$ cat src/rtl/mips32_pkg.sv
// Shared MIPS32 definitions: reset/bubble defaults, instruction field positions,
// opcode constants and the instruction-fetch FSM state type.
// No logic; compile-time constants only.
package mips32_pkg;

  localparam logic [31:0] RESET_PC_DEFAULT = 32'h0000_0000;
  localparam logic [31:0] NOP_INST_DEFAULT = 32'h0000_0000;  // sll $0,$0,0

  localparam int OP_HI   = 31;
  localparam int OP_LO   = 26;
  localparam int RS_HI   = 25;
  localparam int RS_LO   = 21;
  localparam int RT_HI   = 20;
  localparam int RT_LO   = 16;
  localparam int FUNC_HI = 5;
  localparam int FUNC_LO = 0;

  localparam logic [5:0] OP_RTYPE = 6'h00;
  localparam logic [5:0] OP_LW    = 6'h23;
  localparam logic [5:0] OP_SW    = 6'h2B;
  localparam logic [5:0] OP_BEQ   = 6'h04;
  localparam logic [5:0] OP_J     = 6'h02;

  typedef enum logic {
    IDLE  = 1'b0,
    FETCH = 1'b1
  } if_state_e;

  // Instruction addresses are word aligned; low two bits of any target are dropped.
  function automatic logic [31:0] word_align(input logic [31:0] a);
    return {a[31:2], 2'b00};
  endfunction

endpackage

$ cat src/rtl/if_stage_pipeline_ifid_reg.sv
// IF/ID pipeline register holding instruction word, PC+4 and valid flag.
// Latency: 1 cycle from load to outputs.
// Backpressure: i_en=0 holds all contents; i_flush / no-load insert a bubble.
module ifid_reg #(
  parameter logic [31:0] NOP_INST = 32'h0000_0000
) (
  input  logic        clk,
  input  logic        clrn,
  input  logic        i_en,
  input  logic        i_flush,
  input  logic        i_load,
  input  logic [31:0] i_ir,
  input  logic [31:0] i_pc4,
  output logic [31:0] o_ir,
  output logic [31:0] o_pc4,
  output logic        o_vld
);

  logic [31:0] r_ir;
  logic [31:0] r_pc4;
  logic        r_vld;

  always_ff @(posedge clk or negedge clrn) begin
    if (!clrn) begin
      r_ir  <= NOP_INST;
      r_pc4 <= 32'h0000_0000;
      r_vld <= 1'b0;
    end else if (i_en) begin
      if (i_flush) begin
        r_ir  <= NOP_INST;
        r_pc4 <= 32'h0000_0000;
        r_vld <= 1'b0;
      end else if (i_load) begin
        r_ir  <= i_ir;
        r_pc4 <= i_pc4;
        r_vld <= 1'b1;
      end else begin
        // Fetch bubble: pc4 is left as-is, only the word and valid change.
        r_ir  <= NOP_INST;
        r_vld <= 1'b0;
      end
    end
  end

  assign o_ir  = r_ir;
  assign o_pc4 = r_pc4;
  assign o_vld = r_vld;

endmodule

$ cat src/rtl/if_stage_pipeline.sv
// MIPS32 instruction-fetch stage with IF/ID register; optional DELAY_SLOT_EN keeps the word after a redirect.
// Latency: word accepted at edge N is on ir after edge N. Backpressure: imem_ready=0 holds PC and
// loads bubbles; writepc/writeir=0 stall PC / IF/ID.
module if_stage_pipeline
  import mips32_pkg::*;
#(
  parameter logic [31:0] RESET_PC = mips32_pkg::RESET_PC_DEFAULT,
  parameter logic [31:0] NOP_INST = mips32_pkg::NOP_INST_DEFAULT
) (
  input  logic        clk,
  input  logic        clrn,
  input  logic        writepc,
  input  logic        writeir,
  input  logic        branch,
  input  logic        jump,
  input  logic [31:0] bpc,
  input  logic [31:0] jpc,
  output logic        imem_req,
  output logic [31:0] imem_addr,
  input  logic [31:0] imem_rdata,
  input  logic        imem_ready,
  output logic [31:0] ir,
  output logic [31:0] pc4_id,
  output logic        valid_id,
  output logic [5:0]  op,
  output logic [4:0]  rs,
  output logic [4:0]  rt,
  output logic [5:0]  func
);

  if_state_e   r_state;
  if_state_e   w_state_nxt;
  logic        w_fetch;
  logic [31:0] r_pc;
  logic [31:0] w_pc_nxt;
  logic [31:0] w_pc4;
  logic        w_accept;
  logic        w_flush;

  always_ff @(posedge clk or negedge clrn) begin
    if (!clrn) r_state <= IDLE;
    else       r_state <= w_state_nxt;
  end

  always_comb begin
    w_state_nxt = r_state;
    w_fetch     = 1'b0;
    case (r_state)
      IDLE:    w_state_nxt = FETCH;
      FETCH:   w_fetch     = 1'b1;
      default: w_state_nxt = IDLE;
    endcase
  end

  assign w_pc4    = r_pc + 32'd4;
  assign w_accept = w_fetch & imem_ready;

  // A redirect while imem_ready=0 simply moves the address; the pending word is never latched.
  always_comb begin
    w_pc_nxt = r_pc;
    if (w_fetch && writepc) begin
      if (jump)            w_pc_nxt = word_align(jpc);
      else if (branch)     w_pc_nxt = word_align(bpc);
      else if (imem_ready) w_pc_nxt = w_pc4;
    end
  end

  always_ff @(posedge clk or negedge clrn) begin
    if (!clrn) r_pc <= word_align(RESET_PC);
    else       r_pc <= w_pc_nxt;
  end

`ifdef DELAY_SLOT_EN
  assign w_flush = 1'b0;
`else
  assign w_flush = w_fetch & writepc & (jump | branch);
`endif

  ifid_reg #(
    .NOP_INST (NOP_INST)
  ) u_ifid (
    .clk     (clk),
    .clrn    (clrn),
    .i_en    (writeir),
    .i_flush (w_flush),
    .i_load  (w_accept),
    .i_ir    (imem_rdata),
    .i_pc4   (w_pc4),
    .o_ir    (ir),
    .o_pc4   (pc4_id),
    .o_vld   (valid_id)
  );

  assign imem_req  = w_fetch;
  assign imem_addr = r_pc;

  assign op   = ir[OP_HI:OP_LO];
  assign rs   = ir[RS_HI:RS_LO];
  assign rt   = ir[RT_HI:RT_LO];
  assign func = ir[FUNC_HI:FUNC_LO];

endmodule

$ cat config.mk
export PLATFORM = sky130hd
export DESIGN_NAME = if_stage_pipeline
export DESIGN_NICKNAME = d
export VERILOG_FILES = /design/src/rtl/mips32_pkg.sv /design/src/rtl/if_stage_pipeline_ifid_reg.sv /design/src/rtl/if_stage_pipeline.sv
export SDC_FILE = /design/constraint.sdc
export NUM_CORES = 1
export LEC_CHECK = 0
export CAP_MARGIN = 20
export CELL_PAD_IN_SITES_DETAIL_PLACEMENT = 0
export CELL_PAD_IN_SITES_GLOBAL_PLACEMENT = 1
export CORE_MARGIN = 5
export CORE_UTILIZATION = 34
export CTS_BUF_LIST = sky130_fd_sc_hd__clkbuf_4
export DETAILED_ROUTE_END_ITERATION = 10
export PLACE_DENSITY_LB_ADDON = 0.1
export SLEW_MARGIN = 0
export SYNTH_ARGS = -nofsm -noshare
export SYNTH_HDL_FRONTEND = slang
export SYNTH_SLANG_ARGS = --single-unit
$ cat constraint.sdc
create_clock -name clk -period 4.2 [get_ports clk]
set_clock_uncertainty 0.15 [all_clocks]
set_input_delay 0.84 -clock clk [delete_from_list [all_inputs] [get_ports clk]]
set_output_delay 0.84 -clock clk [all_outputs]
set_load 0.01 [all_outputs]
# ---- After elaboration in Yosys (flattened, before gate mapping)
# Index checks and enable logic that the tools add are counted.
# Widths: inputs -> output; s select.
dict set report word_totals {
  output_inout_bits 120
  regBits 98
  wordCells 25
}
dict set report op_classes {
  n_reduce_logical 5
  n_bitwise 4
  muxes 10
  addsub 1
}
# operator n
set ops {}
lappend ops {{$mux 32} 7}
lappend ops {{$add 32x3->32 const B} 1}
lappend ops {{$reduce_and 2->1} 2}
lappend ops {{$and 1x1->1} 3}
lappend ops {{$mux 1} 3}
lappend ops {{$reduce_bool 3->1} 1}
lappend ops {{$reduce_bool 2->1} 1}
lappend ops {{$logic_and 1x1->1} 1}
lappend ops {{$or 1x1->1} 1}

# ---- Longest topological paths before layout
dict set report logic_depth {
  word_depth 5
  ltp_mapped 7
  mapped_depth_nobuf 5
}

# ---- Cells and area by module
# From an unflattened synthesis, not the netlist that was laid out.
dict set report hier_totals {
  cells_unflattened 619
  hier_area_um2 5711.7
}
# module area_each_um2 cells_each instances
set by_module_without_submodules {}
lappend by_module_without_submodules {ifid_reg 2987.9 285 1}
lappend by_module_without_submodules {if_stage_pipeline 2723.9 334 1}

# ---- Worst setup path after synthesis
# OpenSTA, ideal clock, no wires.
dict set report synth_path {
  path_type {input to register}
  start {in branch}
  end {reg r_pc[31], in the netlist imem_addr[31]}
  setup_slack_ns 1.661
  path_stages 6
  n_path_buf 3
  setup_ns 0.126
  arrival_ns 2.262
  path_cell_list {buf_4 o311ai_0 clkbuf_1 clkbuf_1 o21ai_0 a311o_1}
}
dict set report synth_between {
  elab_chain_len 2
}
# item line
set synth_lines {}
lappend synth_lines {{start: declaration} if_stage_pipeline.sv:14} ;# input logic branch,
lappend synth_lines {{$reduce_bool 3->1 (no source line) or $mux 32 (tied branches)} -}
lappend synth_lines {{$reduce_and 2->1 (no source line) or $mux 32 (tied branches)} -}
lappend synth_lines {{end signal: assignment} if_stage_pipeline.sv:69} ;# if (!clrn) r_pc <= word_align(RESET_PC);
lappend synth_lines {{end signal: assignment} if_stage_pipeline.sv:70} ;# else r_pc <= w_pc_nxt;
lappend synth_lines {{end: declaration} if_stage_pipeline.sv:34} ;# logic [31:0] r_pc;
# Several ways; a longest one is shown, not always the timed one.
# A chain may end at the register's enable or synchronous reset.

# ---- Worst setup path after layout
dict set report layout_path {
  start {reg r_pc[2], in the netlist imem_addr[2]}
  end {reg u_ifid.r_pc4[28], in the netlist u_ifid.o_pc4[28]}
}
dict set report layout_between {
  elab_chain_len 3
}
# item line
set layout_lines {}
lappend layout_lines {{$add 32x3->32} if_stage_pipeline.sv:55} ;# assign w_pc4 = r_pc + 32'd4;
lappend layout_lines {{$mux 32} if_stage_pipeline_ifid_reg.sv:33} ;# end else if (i_load) begin
lappend layout_lines {{$mux 32} if_stage_pipeline_ifid_reg.sv:29} ;# if (i_flush) begin
lappend layout_lines {{end signal: assignment} if_stage_pipeline_ifid_reg.sv:35} ;# r_pc4 <= i_pc4;
lappend layout_lines {{end: declaration} if_stage_pipeline_ifid_reg.sv:20} ;# logic [31:0] r_pc4;
# No other way between the ends. The select of a mux whose other input is x is not followed.

==> results_dict.tcl <==
set metrics [dict create \
    status "completed" \
    antenna_found_initial 0 \
    port_buffers 214 \
    layout.nets 903 \
    placed_cells 998 \
    grt_max_degree 84 \
    final-hold-violation-count 0 \
    ctsHoldBuffers 0 \
    min_path_type "input pin to async pin" \
    drv_slew 0 \
    syn_avg_cell_area_um2 8.47 \
    rows 45 \
    initial_core_util 0.350 \
    avgViaCountPerCell 5.20 \
    tritoncts "done" \
    timing_worst_setup_path_type "flip-flop to flip-flop" \
    final.period_utilization 0.692 \
    grtUsageTotal 0.197 \
    die_area_mm2 0.0184 \
    rsz0062_at_grt "false" \
    clk_latency_ps 490 \
    postCtsSetupBuffers 0 \
    required_ps 4440 \
    drive_gt1_frac 0.0560 \
    hpwl_um 12900 \
    tightest_slew_ps 977 \
    synth_top_flop_cell "dfrtp_1" \
    firstDrtPassIters 5 \
    vdd_drop_max_mv 0.228 \
    wire_per_inst_um 17.9 \
    yosysTopAreaCellShare 0.439 \
    area_delta_synth_final_pct 42.3 \
    die_w_um 136 \
    routabilityCongestion 0.773 \
    hold_ws_ps 116 \
    synthCells 632 \
    fp.dieH_um 136 \
    setup_tns_ps 0 \
    slew_headroom 0.349 \
    cp_max_fo 19 \
    synth.most_common_cell "dfrtp_1" \
    synth_commonest_cells "dfrtp_1, nand2_1, o21ai_0, inv_1" \
    multi_input_area_mm2 0.00243 \
    syn_area_mm2 0.00536 \
    clock-root-buffer "clkbuf_4" \
    post_cts_resize_count 0 \
    min_period_ps 2910 \
    drc 0 \
    antenna_cells 0 \
    postLayoutCoreUtil 0.498 \
    maxCapViolations 0 \
    drt_wl_total_um 18200 \
    gr-total-overflow 0 \
    p_total_w 0.00248 \
    synthTopCellsByArea "dfrtp_1, o21ai_0, nand2_1" \
    rrSetupSlack_ps 1290 \
    endpoint_kind "flip-flop" \
    vias 5273 \
    regArea_mm2 0.00235 \
    cp.arrival_ps 3140 \
    antenna_left 0 \
    yosys.area.top_type "dfrtp_1" \
    yosys_warnings 0 \
    p_leak_nw 3.03 \
    clock_path_buffers 2 \
    grt_pass1_vias 5132 \
    r2r_cells 5 \
    io_pins 223 \
    cts.reportedPaths.clkPinSlew_ps 170 \
    num-fill-cells 1472 \
    drtIter0Drc 245 \
    cts_max_level 3 \
    cts_made_buffers 9 \
    synth_edf_count 0 \
    ys_seq_area_frac 0.439 \
    async_flop_share 1.00 \
    fin_cells 1015 \
    power-per-cell-area_mw_per_mm2 326 \
    synth-seq-cells 94 \
    clock-sinks 94 \
    start_kind "flip-flop" \
    yosysUniqueCellTypes 54 \
    fmax_mhz 344 \
    setup_violations 0 \
    grt_pass1_wl_um 28500 \
    coreArea_mm2 0.0153 \
]
==> registers in the layout, summed over array words and instances, names as in the netlist <==
register      flops
imem_addr        30
u_ifid.o_ir      32
r_state           1
u_ifid.o_pc4     30
u_ifid.o_vld      1
==> per-stage QoR <==
stage / cell area (um^2) / setup WS [ps]
5_1_grt: 7620 / 1130
3_5_place_dp: 7470 / 870
6_report: 7620 / 1290
4_1_cts: 7590 / 1260
2_1_floorplan: 5370 / 1660
3_3_place_gp: 7470 / 917
==> placed cells by master, fill, tap and decap left out, drive strengths merged, types with 14 or more instances in the layout <==
cell type / Yosys / layout
or4: 14 / 14
o211ai: 15 / 15
inv: 50 / 53
nor2: 30 / 30
dfrtp: 94 / 94
nand3: 25 / 25
nand2: 86 / 86
buf: 44 / 17
a21oi: 26 / 26
clkdlybuf4s50: 0 / 212
nor3: 16 / 16
o21ai: 66 / 66
==> logic make-up after synthesis <==
kind of cell	synth area share
other	0.00140
XOR/XNOR	0.0180
buffers and inverters	0.113
flip-flops	0.439
AO/OA/AOI/OAI	0.227
adder cells (fa/ha/maj)	0.00234
AND/OR/NAND/NOR	0.197
multiplexers	0.00187
==> worst max-delay path: stages, from the launching register on <==
cell and delay, ps:
dfrtp_1 510, ha_1 310, nand4_2 250, or4_1 860, o311a_1 460, a221o_1 260
==> layer usage <==
layer / part of all wire / up-vias / track usage
met2: 0.47 / 199 / 0.321
met5: 0 / - / 0
met3: 0.085 / 12 / 0.0598
met4: 0.010 / 0 / 0.0370
met1: 0.43 / 2521 / 0.261
li1: - / 2541 / -
==> worst paths after layout <==
| kind | startpoint | to |
|---|---|---|
| setup / recovery | imem_addr[2] | u_ifid.o_pc4[28] |
| hold / removal | clrn | u_ifid.o_ir[3] |
| setup reg to reg | imem_addr[2] | u_ifid.o_pc4[28] |
| hold reg to reg | u_ifid.o_pc4[8] | u_ifid.o_pc4[8] |
| max in group asynchronous | clrn | imem_addr[11] |
| min in group clk | u_ifid.o_pc4[8] | u_ifid.o_pc4[8] |
==> where the power goes <==
group	internal (W)	switching (W)	total, W	leakage (nW)
Sequential	0.00103	0.000171	0.00120	1.21
Clock	0.000129	0.000354	0.000483	0.0609
Combinational	0.000445	0.000360	0.000805	1.75
==> layout make-up <==
type / count / share of cell area
clock inverters: 7 / 0.00739
flip-flops and latches: 94 / 0.309
clock buffers: 9 / 0.00887
multi-input cells: 415 / 0.318
inverters: 50 / 0.0246
repair buffers: 229 / 0.297
well taps: 211 / 0.0346
Power figures use the tool's default switching activity.
